[src/rtl/timer_pkg.sv]
// Shared definitions for the timing-pulse generator.
//   - tp_state_e : generator state (restart, counting, memory-stopped)
//   - cw()       : counter width for a modulus, never below one bit
//   - ovf_decode : write-bus sign bits -> {overflow, underflow}
package timer_pkg;

  typedef enum logic [1:0] {
    GOJ  = 2'd0,
    RUN  = 2'd1,
    STOP = 2'd2
  } tp_state_e;

  // A modulus of 1 still needs a 1-bit register so the ports stay legal.
  function automatic int cw(input int n);
    return (n <= 2) ? 1 : $clog2(n);
  endfunction

  localparam int DEF_NUM_TP    = 12;
  localparam int DEF_PH_PER_TP = 4;
  localparam int DEF_DIV       = 1;
  localparam int DEF_TP_W      = cw(DEF_NUM_TP);
  localparam int DEF_PH_W      = cw(DEF_PH_PER_TP);
  localparam int DEF_DV_W      = cw(DEF_DIV);

  // Sign bits disagreeing means the sum left the representable range:
  // 01 in {WL16,WL15} is positive overflow, 10 is negative underflow.
  function automatic logic [1:0] ovf_decode(input logic wl15, input logic wl16);
    return {wl15 & ~wl16, ~wl15 & wl16};
  endfunction

endpackage

[src/rtl/timepulse_gen_phase_divider.sv]
// Clock divider plus phase ring for one time pulse.
//   clk/rst_n : clock, async active-low reset
//   en        : register clock enable (low = freeze everything)
//   load      : reload counters to phase 0 / div 0 (restart)
//   step      : advance the counters (low = hold)
//   blank     : next PHS value forced to all-zero (stopped)
//   ph/div_cnt: current phase index and divider count
//   ph_nxt/div_nxt : values the counters take at the next enabled edge
//   wrap      : last clock of the last phase while stepping
//   phs       : registered one-hot phase
module phase_divider import timer_pkg::*; #(
  parameter int PH_PER_TP = 4,
  parameter int DIV       = 1,
  localparam int PH_W     = cw(PH_PER_TP),
  localparam int DV_W     = cw(DIV)
) (
  input  logic                 clk,
  input  logic                 rst_n,
  input  logic                 en,
  input  logic                 load,
  input  logic                 step,
  input  logic                 blank,
  output logic [PH_W-1:0]      ph,
  output logic [DV_W-1:0]      div_cnt,
  output logic [PH_W-1:0]      ph_nxt,
  output logic [DV_W-1:0]      div_nxt,
  output logic                 wrap,
  output logic [PH_PER_TP-1:0] phs
);

  localparam logic [PH_PER_TP-1:0] PHS_RST = {{(PH_PER_TP-1){1'b0}}, 1'b1};

  logic [DV_W-1:0]      div_q, div_d;
  logic [PH_W-1:0]      ph_q, ph_d;
  logic [PH_PER_TP-1:0] phs_q, phs_d;
  logic                 div_last, ph_last;

  assign div_last = (div_q == DV_W'(DIV - 1));
  assign ph_last  = (ph_q == PH_W'(PH_PER_TP - 1));
  assign wrap     = step & div_last & ph_last;

  always_comb begin
    div_d = div_q;
    ph_d  = ph_q;
    if (load) begin
      div_d = '0;
      ph_d  = '0;
    end else if (step) begin
      div_d = div_last ? '0 : div_q + 1'b1;
      if (div_last) ph_d = ph_last ? '0 : ph_q + 1'b1;
    end
    // PHS is registered from the next phase so it lines up with the counters.
    phs_d = '0;
    if (!blank) phs_d[ph_d] = 1'b1;
  end

  always_ff @(posedge clk or negedge rst_n) begin
    if (!rst_n) begin
      div_q <= '0;
      ph_q  <= '0;
      phs_q <= PHS_RST;
    end else if (en) begin
      div_q <= div_d;
      ph_q  <= ph_d;
      phs_q <= phs_d;
    end
  end

  assign ph      = ph_q;
  assign div_cnt = div_q;
  assign ph_nxt  = ph_d;
  assign div_nxt = div_d;
  assign phs     = phs_q;

endmodule

[src/rtl/timepulse_gen.sv]
// Timing-pulse generator: divides SIM_CLK into a one-hot phase ring (PHS)
// and a one-hot time-pulse ring (T, bit 0 = T01), with restart (GOJAM)
// sequencing, memory-stop / single-step, a memory-cycle scaler and
// registered overflow/underflow flags sampled from the write-bus sign bits.
//   SIM_CLK, SIM_RST : clock, async active-low reset
//   SBY              : standby, freezes every register
//   GOJ_REQ          : level restart request
//   MSTP, MSTRT      : memory-stop enable, step request (rising edge)
//   WL15, WL16       : write-bus sign bits
//   T, PHS           : one-hot pulse / phase (all-zero while stopped)
//   TP_STB, MCT_DONE : first clock of a pulse, last clock of a cycle
//   GOJAM, STOPPED   : restart in progress, halted by MSTP
//   FS               : memory-cycle count
//   OVF, UNF         : overflow / underflow flags
module timepulse_gen import timer_pkg::*; #(
  parameter int NUM_TP    = 12,
  parameter int PH_PER_TP = 4,
  parameter int DIV       = 1,
  parameter int FS_WIDTH  = 16,
  parameter int OVF_PH    = 2
) (
  input  logic                 SIM_CLK,
  input  logic                 SIM_RST,
  input  logic                 SBY,
  input  logic                 GOJ_REQ,
  input  logic                 MSTP,
  input  logic                 MSTRT,
  input  logic                 WL15,
  input  logic                 WL16,
  output logic [NUM_TP-1:0]    T,
  output logic [PH_PER_TP-1:0] PHS,
  output logic                 TP_STB,
  output logic                 MCT_DONE,
  output logic                 GOJAM,
  output logic                 STOPPED,
  output logic [FS_WIDTH-1:0]  FS,
  output logic                 OVF,
  output logic                 UNF
);

  localparam int TP_W = cw(NUM_TP);
  localparam int PH_W = cw(PH_PER_TP);
  localparam int DV_W = cw(DIV);
  localparam logic [NUM_TP-1:0] T_RST = {1'b1, {(NUM_TP-1){1'b0}}};

  tp_state_e             state_q, state_d;
  logic [TP_W-1:0]       tp_q, tp_d;
  logic [NUM_TP-1:0]     t_q, t_d;
  logic                  tp_stb_q, tp_stb_d;
  logic                  mct_done_q, mct_done_d;
  logic                  gojam_q, gojam_d;
  logic                  stopped_q, stopped_d;
  logic [FS_WIDTH-1:0]   fs_q, fs_d;
  logic                  ovf_q, ovf_d;
  logic                  unf_q, unf_d;
  logic                  mstrt_q;
  logic                  mstrt_edge_q, mstrt_edge_d;

  logic                  en, cnt_en, wrap, strobe;
  logic [PH_W-1:0]       ph, ph_nxt;
  logic [DV_W-1:0]       div_cnt, div_nxt;
  logic [1:0]            flags;

  assign en     = ~SBY;
  // Counters only move in GOJ/RUN; in STOP they sit at zero so the
  // return to RUN lands exactly on T01 phase 0.
  assign cnt_en = (state_q != STOP);

  phase_divider #(
    .PH_PER_TP (PH_PER_TP),
    .DIV       (DIV)
  ) u_phdiv (
    .clk     (SIM_CLK),
    .rst_n   (SIM_RST),
    .en      (en),
    .load    (GOJ_REQ),
    .step    (cnt_en),
    .blank   (state_d == STOP),
    .ph      (ph),
    .div_cnt (div_cnt),
    .ph_nxt  (ph_nxt),
    .div_nxt (div_nxt),
    .wrap    (wrap),
    .phs     (PHS)
  );

  assign strobe = (state_q == RUN) && (ph == PH_W'(OVF_PH)) && (div_cnt == '0);
  assign flags  = ovf_decode(WL15, WL16);

  always_comb begin
    state_d = state_q;
    tp_d    = tp_q;
    if (GOJ_REQ) begin
      state_d = GOJ;
      tp_d    = TP_W'(NUM_TP - 1);
    end else begin
      unique case (state_q)
        GOJ: if (wrap) begin
          state_d = RUN;
          tp_d    = '0;
        end
        RUN: if (wrap) begin
          if (tp_q == TP_W'(NUM_TP - 1)) begin
            tp_d = '0;
            if (MSTP) state_d = STOP;
          end else begin
            tp_d = tp_q + 1'b1;
          end
        end
        STOP: if (mstrt_edge_q || !MSTP) state_d = RUN;
        default: state_d = GOJ;
      endcase
    end
  end

  // Registered outputs are decoded from next-state values so every output
  // describes the same clock as the counters it belongs to.
  always_comb begin
    t_d = '0;
    if (state_d != STOP) t_d[tp_d] = 1'b1;
    gojam_d    = (state_d == GOJ);
    stopped_d  = (state_d == STOP);
    tp_stb_d   = (state_d != STOP) && (ph_nxt == '0) && (div_nxt == '0);
    mct_done_d = (state_d == RUN) && (tp_d == TP_W'(NUM_TP - 1)) &&
                 (ph_nxt == PH_W'(PH_PER_TP - 1)) && (div_nxt == DV_W'(DIV - 1));
    fs_d       = fs_q + FS_WIDTH'(mct_done_q);
    ovf_d      = ovf_q;
    unf_d      = unf_q;
    if (state_d == GOJ) begin
      ovf_d = 1'b0;
      unf_d = 1'b0;
    end else if (strobe) begin
      ovf_d = flags[1];
      unf_d = flags[0];
    end
    // An edge outside STOP is simply dropped on the next clock.
    mstrt_edge_d = MSTRT & ~mstrt_q;
  end

  always_ff @(posedge SIM_CLK or negedge SIM_RST) begin
    if (!SIM_RST) begin
      state_q      <= GOJ;
      tp_q         <= TP_W'(NUM_TP - 1);
      t_q          <= T_RST;
      tp_stb_q     <= 1'b1;
      mct_done_q   <= 1'b0;
      gojam_q      <= 1'b1;
      stopped_q    <= 1'b0;
      fs_q         <= '0;
      ovf_q        <= 1'b0;
      unf_q        <= 1'b0;
      mstrt_q      <= 1'b0;
      mstrt_edge_q <= 1'b0;
    end else if (en) begin
      state_q      <= state_d;
      tp_q         <= tp_d;
      t_q          <= t_d;
      tp_stb_q     <= tp_stb_d;
      mct_done_q   <= mct_done_d;
      gojam_q      <= gojam_d;
      stopped_q    <= stopped_d;
      fs_q         <= fs_d;
      ovf_q        <= ovf_d;
      unf_q        <= unf_d;
      mstrt_q      <= MSTRT;
      mstrt_edge_q <= mstrt_edge_d;
    end
  end

  assign T        = t_q;
  assign TP_STB   = tp_stb_q;
  assign MCT_DONE = mct_done_q;
  assign GOJAM    = gojam_q;
  assign STOPPED  = stopped_q;
  assign FS       = fs_q;
  assign OVF      = ovf_q;
  assign UNF      = unf_q;

endmodule

[config.mk]
export PLATFORM = sky130hd
export DESIGN_NAME = timepulse_gen
export DESIGN_NICKNAME = d
export VERILOG_FILES = /design/src/rtl/timer_pkg.sv /design/src/rtl/timepulse_gen_phase_divider.sv /design/src/rtl/timepulse_gen.sv
export SDC_FILE = /design/constraint.sdc
export NUM_CORES = 1
export LEC_CHECK = 0
export CORE_UTILIZATION = 55
export DETAILED_ROUTE_END_ITERATION = 8
export PLACE_DENSITY = 0.84
export SYNTH_ARGS = -nofsm -noshare
export SYNTH_HDL_FRONTEND = slang
export SYNTH_SLANG_ARGS = --single-unit
[constraint.sdc]
create_clock -name SIM_CLK -period 5.4 [get_ports SIM_CLK]
set_clock_uncertainty 0.15 [all_clocks]
set_input_delay 0.81 -clock SIM_CLK [delete_from_list [all_inputs] [get_ports SIM_CLK]]
set_output_delay 0.81 -clock SIM_CLK [all_outputs]
set_load 0.02 [all_outputs]
* Word-level counts from Yosys, hierarchy flattened
Cells that the tools add are included.
** Storage, ports and cells
- Bits in registers :: 49
- Input bits :: 8
- Output and inout bits :: 38
- Word-level logic and storage cells :: 90
** Operators by class
- $add $sub $neg :: 4
- Magnitude comparators :: 4
- Eq/ne operators :: 11
- Multiplexer cells :: 29
- Bitwise gates (word level) :: 11
- Reduce and logical (&&, ||, !) cells :: 16
** Operator list (count)
- two-way mux 2 bit :: 10
- two-way mux 4 bit :: 5
- adder 16 x 1 -> 16 bit :: 1
- two-way mux 12 bit :: 1
- == test 2 bit, second input constant :: 5
- logical AND 1 bit :: 9
- two-way mux 1 bit :: 9
- == test 4 bit, second input constant :: 2
- one-hot mux 4 bit (2 select lines) :: 1
- logical NOT 2 bit :: 3
- NOT 1 bit :: 6
- one-hot mux 2 bit (3 select lines) :: 1
- AND 1 bit :: 5
- < comparator 4 x 5 -> 1 bit, second input constant :: 1
- adder 4 x 1 -> 4 bit, second input constant :: 1
- demux 1 bit (select 4 bit) :: 1
- == test 2 x 1 -> 1 bit, second input constant :: 2
- greater-or-equal comparator 4 x 1 -> 1 bit, second input constant :: 1
- inequality test 2 bit, second input constant :: 2
- < comparator 2 x 3 -> 1 bit, second input constant :: 1
- adder 2 x 1 -> 2 bit, second input constant :: 1
- demux 1 bit (select 2 bit) :: 1
- greater-or-equal comparator 2 x 1 -> 1 bit, second input constant :: 1
- AND reduction 2 bit :: 1
- 4 further kinds :: 4

* Logic depth before layout (Yosys ltp)
Gate-level depths: netlist of run 1.
- Depth in word-level cells :: 11
- Depth in mapped cells :: 7
- Mapped depth without buffers :: 7

* Modules after synthesis
A second synthesis of run 1 with hierarchy kept.
** Unflattened totals
- Cell total of the unflattened synthesis :: 209
- Area total of the unflattened synthesis :: 2408.6 µm²
** Modules (own cells, without submodules)
- timepulse_gen :: times used 1, cells each 179, area each 2042.0 µm², sequential area each 1058.5 µm²
- phase_divider :: times used 1, cells each 30, area each 366.6 µm², sequential area each 176.4 µm²

* Least setup slack after synthesis of run 1
OpenSTA, ideal clock, no wires.
- Path kind :: register to register
- Start :: register u_phdiv.ph_q[0], in the netlist u_phdiv.ph[0]
- End :: register t_q[0], in the netlist T[0]
- Library setup time :: 121 ps
- Arrival time :: 2055 ps
- Required time :: 5129 ps
- Slack :: 3074 ps
- Stages on the path, launching flop included :: 8
- Path buffers :: 1
- Clock period less this slack :: 2326 ps
- Path through :: dfrtp_1 > ha_1 > or3b_1 > buf_2 > or4b_1 > and3_4 > and2_1 > a22o_1
** Between the ends
- Word-level cells in the longest chain between the ends :: 10
- Elaborated cells on any way between the ends :: 17
- Those cells by class :: order compare: 2; eq/ne: 2; mux: 11; bitwise: 1; reduce/logical: 1
** Ends and longest elaborated chain
- from (decl) :: RTL line timepulse_gen_phase_divider.sv:34 : logic [PH_W-1:0] ph_q, ph_d;
- from (signal assigned) :: RTL line timepulse_gen_phase_divider.sv:64 : ph_q <= ph_d;
- == test 2 bit (*) :: RTL line timepulse_gen_phase_divider.sv:39 : assign ph_last = (ph_q == PH_W'(PH_PER_TP - 1));
- AND 1 bit (*) :: RTL line timepulse_gen_phase_divider.sv:40 : assign wrap = step & div_last & ph_last;
- two-way mux 4 bit, on equally long branches :: RTL line timepulse_gen.sv:102, timepulse_gen.sv:98
- one-hot mux 4 bit (2 select lines) :: RTL line timepulse_gen.sv:97 : unique case (state_q)
- two-way mux 4 bit :: RTL line timepulse_gen.sv:93 : if (GOJ_REQ) begin
- < comparator 4 x 5 -> 1 bit (not written as such) or greater-or-equal comparator 4 x 1 -> 1 bit (tied branches) :: RTL line timepulse_gen.sv:120 : if (state_d != STOP) t_d[tp_d] = 1'b1;
- logical AND 1 bit (not written as such) :: RTL line timepulse_gen.sv:120
- two-way mux 1 bit (not written as such) :: RTL line timepulse_gen.sv:120
- demux 1 bit (select 4 bit) :: RTL line timepulse_gen.sv:120
- two-way mux 12 bit (*) :: RTL line timepulse_gen.sv:120
- to (signal assigned) :: RTL line timepulse_gen.sv:157 : t_q <= t_d;
- to (decl) :: RTL line timepulse_gen.sv:48 : logic [NUM_TP-1:0] t_q, t_d;
Mark *: on every way between the ends. The rest lies on a longest branch, timed or not.
A chain may end at the register's enable or synchronous reset.

* Worst setup path in the final report of run 1
- Start :: input port GOJ_REQ
- End :: register mct_done_q, in the netlist MCT_DONE
** Between the ends
- Word-level cells in the longest chain between the ends :: 5
- Elaborated cells on any way between the ends :: 11
- Those cells by class :: eq/ne: 3; mux: 4; bitwise: 1; reduce/logical: 3
** Ends and longest elaborated chain
- from (decl) :: RTL line timepulse_gen.sv:25 : input logic GOJ_REQ,
- two-way mux 4 bit or two-way mux 2 bit (tied branches) :: RTL line timepulse_gen.sv:93
- == test 4 bit or == test 2 x 1 -> 1 bit (tied branches) :: RTL line timepulse_gen.sv:124 : mct_done_d = (state_d == RUN) && (tp_d == TP_W'(NUM_TP - 1)) &&
- logical AND 1 bit (2 in a row) :: RTL line timepulse_gen.sv:124
- logical AND 1 bit (*) :: RTL line timepulse_gen.sv:125 : (ph_nxt == PH_W'(PH_PER_TP - 1)) && (div_nxt == DV_W'(DIV - 1));
- to (signal assigned) :: RTL line timepulse_gen.sv:159 : mct_done_q <= mct_done_d;
- to (decl) :: RTL line timepulse_gen.sv:50 : logic mct_done_q, mct_done_d;
Marked as above.

==> out/qor.txt, run 1 <==
=====================================================================================
Via count                                                                        1804
FF/Latch Area                                                            0.00123 sq mm
Count of final setup violators                                                      0
Worst Setup Start Kind                                                     input port
Biggest cell delay along the critical path                                    0.68 ns
Number of antenna diodes                                                            0
Area share of the largest cell type after synthesis                             44.3%
CTS H-tree depth                                                                    2
Min Tclk post-route                                                           2.76 ns
First-pass GRT wire length                                                    7620 um
Depth of the worst hold-timing path                                                 1
Number of vias per cell                                                          5.73
Count of standard-cell rows                                                        23
Pre-antenna DRT Iters                                                               4
Final Hold Fails                                                                    0
Required @ worst endpoint                                                     5.49 ns
Number of hold buffers added after cts                                              0
Final wirelength                                                              4590 um
Boundary Pins                                                                      46
WL/cell                                                                       14.6 um
Fraction of the yosys area taken by sequential cells                            52.1%
Setup repair after global routing missed its margin                             false
Top cell by count, worst path                                            sky130_fd_sc_hd__nor3_1
Maximum number of pins on one net before global-route repair                       58
Category of the worst setup path capture point                              flip-flop
CP max-delay cell                                                        sky130_fd_sc_hd__clkdlybuf4s50_1
Launch point of the worst reg-to-reg path                                u_phdiv.ph[0]
Post-CTS repair timing setup buffer count                                           0
Syn. warnings                                                                       0
Final clock period utilization by the worst path                                51.1%
Number of filler cells placed in the layout                                       308
Hold Path Sink                                                                 FS[15]
Top cell family by delay on the critical path                            simple AND/OR/NAND/NOR gates
Area of the mapped netlist                                               0.00237 sq mm
Die X                                                                         67.7 um
Top flip-flop cell by instance count after synthesis                     sky130_fd_sc_hd__dfrtp_1
Post-cts resize count                                                               0
Area growth from synthesis to layout                                            24.5%
GRT met3 Usage                                                                  4.05%
Total Die Area                                                           0.00458 sq mm
Number of enable flip-flop cells after synthesis                                    0
Highest fanout seen on the critical path                                           15
Tightest slew margin relative to the limit                                      31.7%
Global placer's final weighted congestion                                       0.771
Maximum resistive drop on vdd                                              0.000166 V
Number of nets in the layout                                                      277
ANT nets after route                                                                0
Fraction of layout instances using a drive strength above 1                     8.68%
Root buffer cell                                                         sky130_fd_sc_hd__clkbuf_8
Cells traversed along the worst timing path                              clkdlybuf4s50_1, or4_1, nor3_1, o21ai_0, nor3_1, a32o_1
Type of the most critical hold path                                           reg2reg
CTS clk-pin slew, worst paths                                                 0.08 ns
Core region area                                                         0.00406 sq mm
Most Crowded Layer GR                                                            met2
Number of buffers inserted during clock tree synthesis                              5
Max-cap check violation count                                                       0
Final number of max-transition violations                                           0
Maximum operating frequency                                                   362 MHz
GR Util All Layers                                                              22.1%
Post-Syn Nets                                                                     235
Synthesized flop and latch total                                                   49
Result of the run                                                        finished clean
Clock sink count                                                                   49
Count of routing violations after the opening detailed-route iteration            112
Leading post-synthesis cells by cell area                                sky130_fd_sc_hd__dfrtp_1, sky130_fd_sc_hd__dfstp_2, sky130_fd_sc_hd__a22o_1, sky130_fd_sc_hd__nand2_1, sky130_fd_sc_hd__xnor2_1
Cell type contributing the most total cell area after synthesis          sky130_fd_sc_hd__dfrtp_1
Syn avg cell area                                                          10.7 sq um
Count of mapped cells out of synthesis                                            222
Smallest hold slack                                                          0.319 ns
Die Height                                                                    67.7 um
Starting utilization of the core area                                           58.5%
R2R depth                                                                           6
Reg-to-reg setup timing slack                                                 2.80 ns
Post-route DRC violation count                                                      0
Via count of the first global-routing pass                                       1619
Buffers added on ports                                                             45
Area taken by multi-input logic gates                                    0.00107 sq mm
Classification of the worst setup path                                         in2reg
Global-route congestion overflow total                                              0
Reg2reg end                                                                      T[9]
Arrival time at the worst endpoint                                            2.85 ns
Summed negative setup slack over all endpoints                                   0 ns
Number of antenna violations at the first check in global routing                   0
Power per unit of standard cell area                                      263 mW/mm^2
Leak Pwr                                                                      1.31 nW
Met1 usage in global routing                                                    30.4%
Origin of the worst min-delay path                                             FS[15]
Hpwl dp                                                                       3270 um
Post-Route Utilization                                                          72.8%
Slew at the pin closest to its max-slew limit                                 1.02 ns
Clock insertion delay at the later pin of the skew report                     0.30 ns
CP Buf/Inv Count                                                                    1
Asr flop ratio synth                                                             100%
Max Buffers Root-to-Sink                                                            2
Count of cell types in the netlist                                                 52
Grt met2 use                                                                    35.8%
TritonCTS clock tree                                                              yes
=====================================================================================
-- cells in the mapped netlist, drive strengths merged (2+ instances only) --
cell    number
a21oi        5
nor3         4
xor2         5
and3         4
or3          3
mux2i        3
nand3        5
nand4b       2
clkbuf       8
and2         2
o21ai       11
nand2b       4
nand4        5
nor2        11
nand2       26
a21o         2
o41ai        2
o31ai        4
nor4         2
inv          8
buf          2
mux2         3
ha           5
nor2b        3
nor4b        2
dfrtp       42
dfstp        7
a22o        12
xnor2        9
and3b        2
-- cell type report --
type                       instances  area share (%)
multi-input combinational        155            36.2
inverter                           8            1.02
clock buffer                       7            2.92
sequential                        49            41.8
clock inverter                     1            1.02
tap                               50            2.12
timing repair buffer              45            14.9
-- cell usage in the layout, fill, tap and decap left out, types with 2 or more instances in the layout --
master / n
sky130_fd_sc_hd__dfrtp_1: 42
sky130_fd_sc_hd__and3b_1: 2
sky130_fd_sc_hd__and2_1: 2
sky130_fd_sc_hd__nand4b_1: 2
sky130_fd_sc_hd__nand2b_1: 4
sky130_fd_sc_hd__o41ai_1: 2
sky130_fd_sc_hd__nor3_1: 4
sky130_fd_sc_hd__buf_2: 2
sky130_fd_sc_hd__o21ai_0: 11
sky130_fd_sc_hd__xnor2_1: 9
sky130_fd_sc_hd__nand2_1: 26
sky130_fd_sc_hd__nand4_1: 5
sky130_fd_sc_hd__clkdlybuf4s50_1: 43
sky130_fd_sc_hd__nor2_1: 11
sky130_fd_sc_hd__a21o_1: 2
sky130_fd_sc_hd__mux2_2: 3
sky130_fd_sc_hd__mux2i_1: 3
sky130_fd_sc_hd__dfstp_2: 7
sky130_fd_sc_hd__a22o_1: 12
sky130_fd_sc_hd__nand3_1: 5
sky130_fd_sc_hd__clkbuf_8: 6
sky130_fd_sc_hd__xor2_1: 5
sky130_fd_sc_hd__ha_1: 5
sky130_fd_sc_hd__and3_1: 3
sky130_fd_sc_hd__nor4_1: 2
sky130_fd_sc_hd__or3_1: 3
sky130_fd_sc_hd__a21oi_1: 5
sky130_fd_sc_hd__o31ai_1: 4
sky130_fd_sc_hd__inv_1: 8
sky130_fd_sc_hd__nor2b_1: 3
-- power by group --
| part | switching (mW) | internal [mW] | leakage, nW |
|---|---|---|---|
| clock network | 0.112 | 0.151 | 0.0585 |
| logic | 0.0618 | 0.0489 | 0.598 |
| registers | 0.0158 | 0.388 | 0.652 |
| total | 0.189 | 0.588 | 1.31 |
-- registers in the layout, summed over array words and instances, names as in the netlist --
signal / count
mstrt_edge_q: 1
UNF: 1
FS: 16
tp_q: 4
T: 12
u_phdiv.ph: 2
GOJAM: 1
TP_STB: 1
state_q: 2
u_phdiv.phs: 4
STOPPED: 1
u_phdiv.div_cnt: 1
MCT_DONE: 1
mstrt_q: 1
OVF: 1
-- routing by layer --
layer,routed length [um],vias to the layer above
li1,-,892
met1,2190,849
met2,2140,57
met3,217,6
met4,47,0
met5,0,-
-- how the worst max path moves through the flow --
stage,slack [ns],endpoint,depth (start not counted),from
final,2.64,MCT_DONE,6,GOJ_REQ
after CTS,2.72,MCT_DONE,6,GOJ_REQ
after global placement,2.47,MCT_DONE,6,GOJ_REQ
after global routing,2.55,T[10],6,MSTP
after detailed placement,2.41,MCT_DONE,6,GOJ_REQ
after floorplan,3.07,T[0],7,u_phdiv.ph[0]
-- worst register-to-register path, delay by kind of cell, from the launching register on --
kind / cells / cell delay (ns)
AOI/OAI and AO/OA: 2 / 0.38
and+or+nand+nor: 3 / 1.34
adders and majority gates: 1 / 0.21
DFF: 1 / 0.45
-- kinds of logic after synthesis --
kind of cell               after synthesis  synth area share (%)
and+or+nand+nor                         83                  19.6
DFF                                     49                  52.1
AOI/OAI and AO/OA                       47                  14.9
buffers and inverters                   18                  2.90
xor gates and xnor gates                14                  5.17
muxes                                    6                  2.69
adders and majority gates                5                  2.64
-- per-stage QoR --
step	setup WS [ns]	std cells	power, mW	area [sq um]
2_1_floorplan	3.07	222	0.474	2370
3_3_place_gp	2.47	307	0.519	2840
3_5_place_dp	2.41	307	0.522	2840
4_1_cts	2.72	315	0.785	2950
5_1_grt	2.55	315	0.812	2950
6_report	2.64	315	0.777	2950
Power figures use the tool's default switching activity.
==> run 2: changes to the inputs <==
Settings changed: CORE_UTILIZATION 55 to 51, PLACE_DENSITY 0.84 to 0.79.
Clock period 5.4 ns to 2.6 ns, I/O delays scaled along.
==> out/qor.txt, run 2 (synthesis gave the netlist of run 1 again) <==
=====================================================================================
Arrival time at the worst endpoint                                            2.52 ns   -0.33 ns
Via count of the first global-routing pass                                       1773   +9.5%
Commonest non-fill, non-tap cell in the layout                           sky130_fd_sc_hd__clkdlybuf4s50_1
Number of nets in the layout                                                      289   +4.3%
Tightest slew margin relative to the limit                                      59.1%   +27 points
Required @ worst endpoint                                                     2.64 ns   -2.85 ns
Slew at the pin closest to its max-slew limit                                0.612 ns   -0.412 ns
Final wirelength                                                              4730 um   +3.1%
Reg2reg end                                                                      T[1]
First-pass GRT wire length                                                    8280 um   +8.7%
Starting utilization of the core area                                           53.7%   -4.7 points
Summed negative setup slack over all endpoints                                   0 ns   unchanged
Global placer's final weighted congestion                                       0.848   +9.9%
Count of routing violations after the opening detailed-route iteration            132   +18%
Final Hold Fails                                                                    0   unchanged
Biggest cell delay along the critical path                                    0.53 ns   -0.15 ns
Number of buffers inserted during clock tree synthesis                              5   unchanged
Max FFs per register                                                               16   unchanged
Clock sink count                                                                   49   unchanged
Total Die Area                                                           0.00493 sq mm   +7.6%
Max Buffers Root-to-Sink                                                            2   unchanged
Worst setup timing slack at the placement stage                              0.153 ns   -2.25 ns
Area taken by multi-input logic gates                                    0.00107 sq mm   unchanged
Global-route congestion overflow total                                              0   unchanged
Die X                                                                         70.2 um   +3.7%
Core region area                                                         0.00441 sq mm   +8.8%
Maximum number of pins on one net before global-route repair                       50   -14%
Critical path startpoint                                                 u_phdiv.ph[0]
GR Util All Layers                                                              21.4%   -0.74 points
CTS clk-pin slew, worst paths                                                 0.09 ns   about the same
Count of final setup violators                                                      0   unchanged
Fraction of layout instances using a drive strength above 1                     12.3%   +3.6 points
Die Height                                                                    70.2 um   +3.7%
Max-cap check violation count                                                       0   unchanged
Via count                                                                        1867   +3.5%
Post-Route Utilization                                                          68.7%   -4.1 points
Critical Path End                                                                T[1]
Maximum operating frequency                                                   404 MHz
Clock insertion delay at the later pin of the skew report                     0.30 ns   about the same
ANT nets after route                                                                0   unchanged
Boundary Pins                                                                      46   unchanged
Min Tclk post-route                                                           2.48 ns
Post-route DRC violation count                                                      0   unchanged
Number of vias per cell                                                          5.67   -0.91%
Leak Pwr                                                                      1.35 nW   +3.2%
Power per unit of standard cell area                                      502 mW/mm^2   +91%
Category of the worst setup path capture point                              flip-flop
FF/Latch Area                                                            0.00123 sq mm   unchanged
Post-CTS repair timing setup buffer count                                           0   unchanged
TritonCTS clock tree                                                              yes
Launch point of the worst reg-to-reg path                                u_phdiv.ph[0]
Worst Setup Start Kind                                                      flip-flop
Levels on crit path                                                                 6   unchanged
CP max-delay cell                                                        sky130_fd_sc_hd__or4b_1
CP Buf/Inv Count                                                                    0   -1
Reg-to-reg setup timing slack                                                 0.12 ns   -2.68 ns
Final clock period utilization by the worst path                                95.3%
Cells traversed along the worst timing path                              ha_1, or3b_1, or4b_1, and3_4, and2_1, a22o_1
Highest fanout seen on the critical path                                            7   -8
Setup repair after global routing missed its margin                             false
Type of the most critical hold path                                           reg2reg
Commonest cells after routing, fill and taps aside                       sky130_fd_sc_hd__clkdlybuf4s50_1, sky130_fd_sc_hd__dfrtp_1, sky130_fd_sc_hd__nand2_1, sky130_fd_sc_hd__a22o_1
Hpwl dp                                                                       3490 um   +6.5%
R2R depth                                                                           6   unchanged
Buffers added on ports                                                             45   unchanged
Final Power                                                                   1.52 mW   +96%
Count of standard-cell rows                                                        24   +4.3%
Root buffer cell                                                         sky130_fd_sc_hd__clkbuf_8
Classification of the worst setup path                                        reg2reg
Maximum resistive drop on vdd                                              0.000317 V   +90%
Number of antenna violations at the first check in global routing                   0   unchanged
WL/cell                                                                       14.4 um   -1.3%
Result of the run                                                        finished clean
Top cell family by delay on the critical path                            simple AND/OR/NAND/NOR gates
Pre-antenna DRT Iters                                                               4   unchanged
CTS H-tree depth                                                                    2   unchanged
Area growth from synthesis to layout                                            27.8%
Final number of max-transition violations                                           0   unchanged
Number of filler cells placed in the layout                                       360   +17%
Post-route setup slack                                                       0.122 ns   -2.52 ns
Number of antenna diodes                                                            0   unchanged
=====================================================================================
## run 2: cell types whose count changed in the layout (fill, tap and decap cells not counted), sizes merged
cell         delta
buf            +11
bufinv          -1
clkbuf          -1
clkinvlp        +2
dlygate4sd3     +1
## run 2: routing by layer
| layer | share of wire [%] | global-route usage, % | wire, um | up-vias |
|---|---|---|---|---|
| met5 | 0 | 0 | 0 | - |
| met2 | 47 | 34.2 | 2230 | 48 |
| met3 | 4.0 | 3.75 | 190 | 9 |
| li1 | - | - | - | 921 |
| met4 | 1.9 | 9.11 | 92 | 0 |
| met1 | 47 | 28.8 | 2220 | 889 |
## run 2: report_power, final
part / internal [mW] / leakage, nW / switching [mW]
logic: 0.114 / 0.661 / 0.130
clock network: 0.190 / 0.0374 / 0.248
registers: 0.807 / 0.652 / 0.0335
## run 2: timing repair
item / 4_1_cts / 5_1_grt
hold endpoints to repair: 42 / 0
hold buffers: 1 / 0
gates resized for setup: 0 / 0
## run 2: through the flow
stage,instances,hold slack (ns),area [sq um]
floorplan,222,-0.0556,2370
global placement,320,0.245,2930
detailed placement,320,0.243,2930
CTS,329,0.322,3030
global route,329,0.338,3030
finish,329,0.316,3030
## run 2: how the worst min path moves through the flow
| stage | from | to | slack (ns) | cells after the start |
|---|---|---|---|---|
| 3_5_place_dp | SIM_RST | FS[11] | 0.24 | 2 |
| 2_1_floorplan | SIM_RST | FS[0] | -0.06 | 0 |
| 6_report | FS[15] | FS[15] | 0.32 | 1 |
| 5_1_grt | FS[15] | FS[15] | 0.34 | 1 |
| 4_1_cts | FS[15] | FS[15] | 0.32 | 1 |
| 3_3_place_gp | SIM_RST | FS[11] | 0.24 | 2 |
## run 2: final cells by class
type | count | area share, %
clock buffers | 6 | 2.39
clock inverters | 2 | 0.495
well taps | 52 | 2.15
inverters | 8 | 0.991
repair buffers | 57 | 18.0
flip-flops and latches | 49 | 40.7
multi-input cells | 155 | 35.2
## run 2: worst reg2reg max path, cell delays in order, from the launching register on
cell	delay, ns
sky130_fd_sc_hd__dfrtp_1	0.45
sky130_fd_sc_hd__ha_1	0.20
sky130_fd_sc_hd__or3b_1	0.46
sky130_fd_sc_hd__or4b_1	0.53
sky130_fd_sc_hd__and3_4	0.19
sky130_fd_sc_hd__and2_1	0.18
sky130_fd_sc_hd__a22o_1	0.21
==> run 3: changes to the inputs <==
Settings changed: ABC_CLOCK_PERIOD_IN_PS set to 2600.
==> results of run 3 <==
Final layout, timing and power as in run 2 (identical DEF).
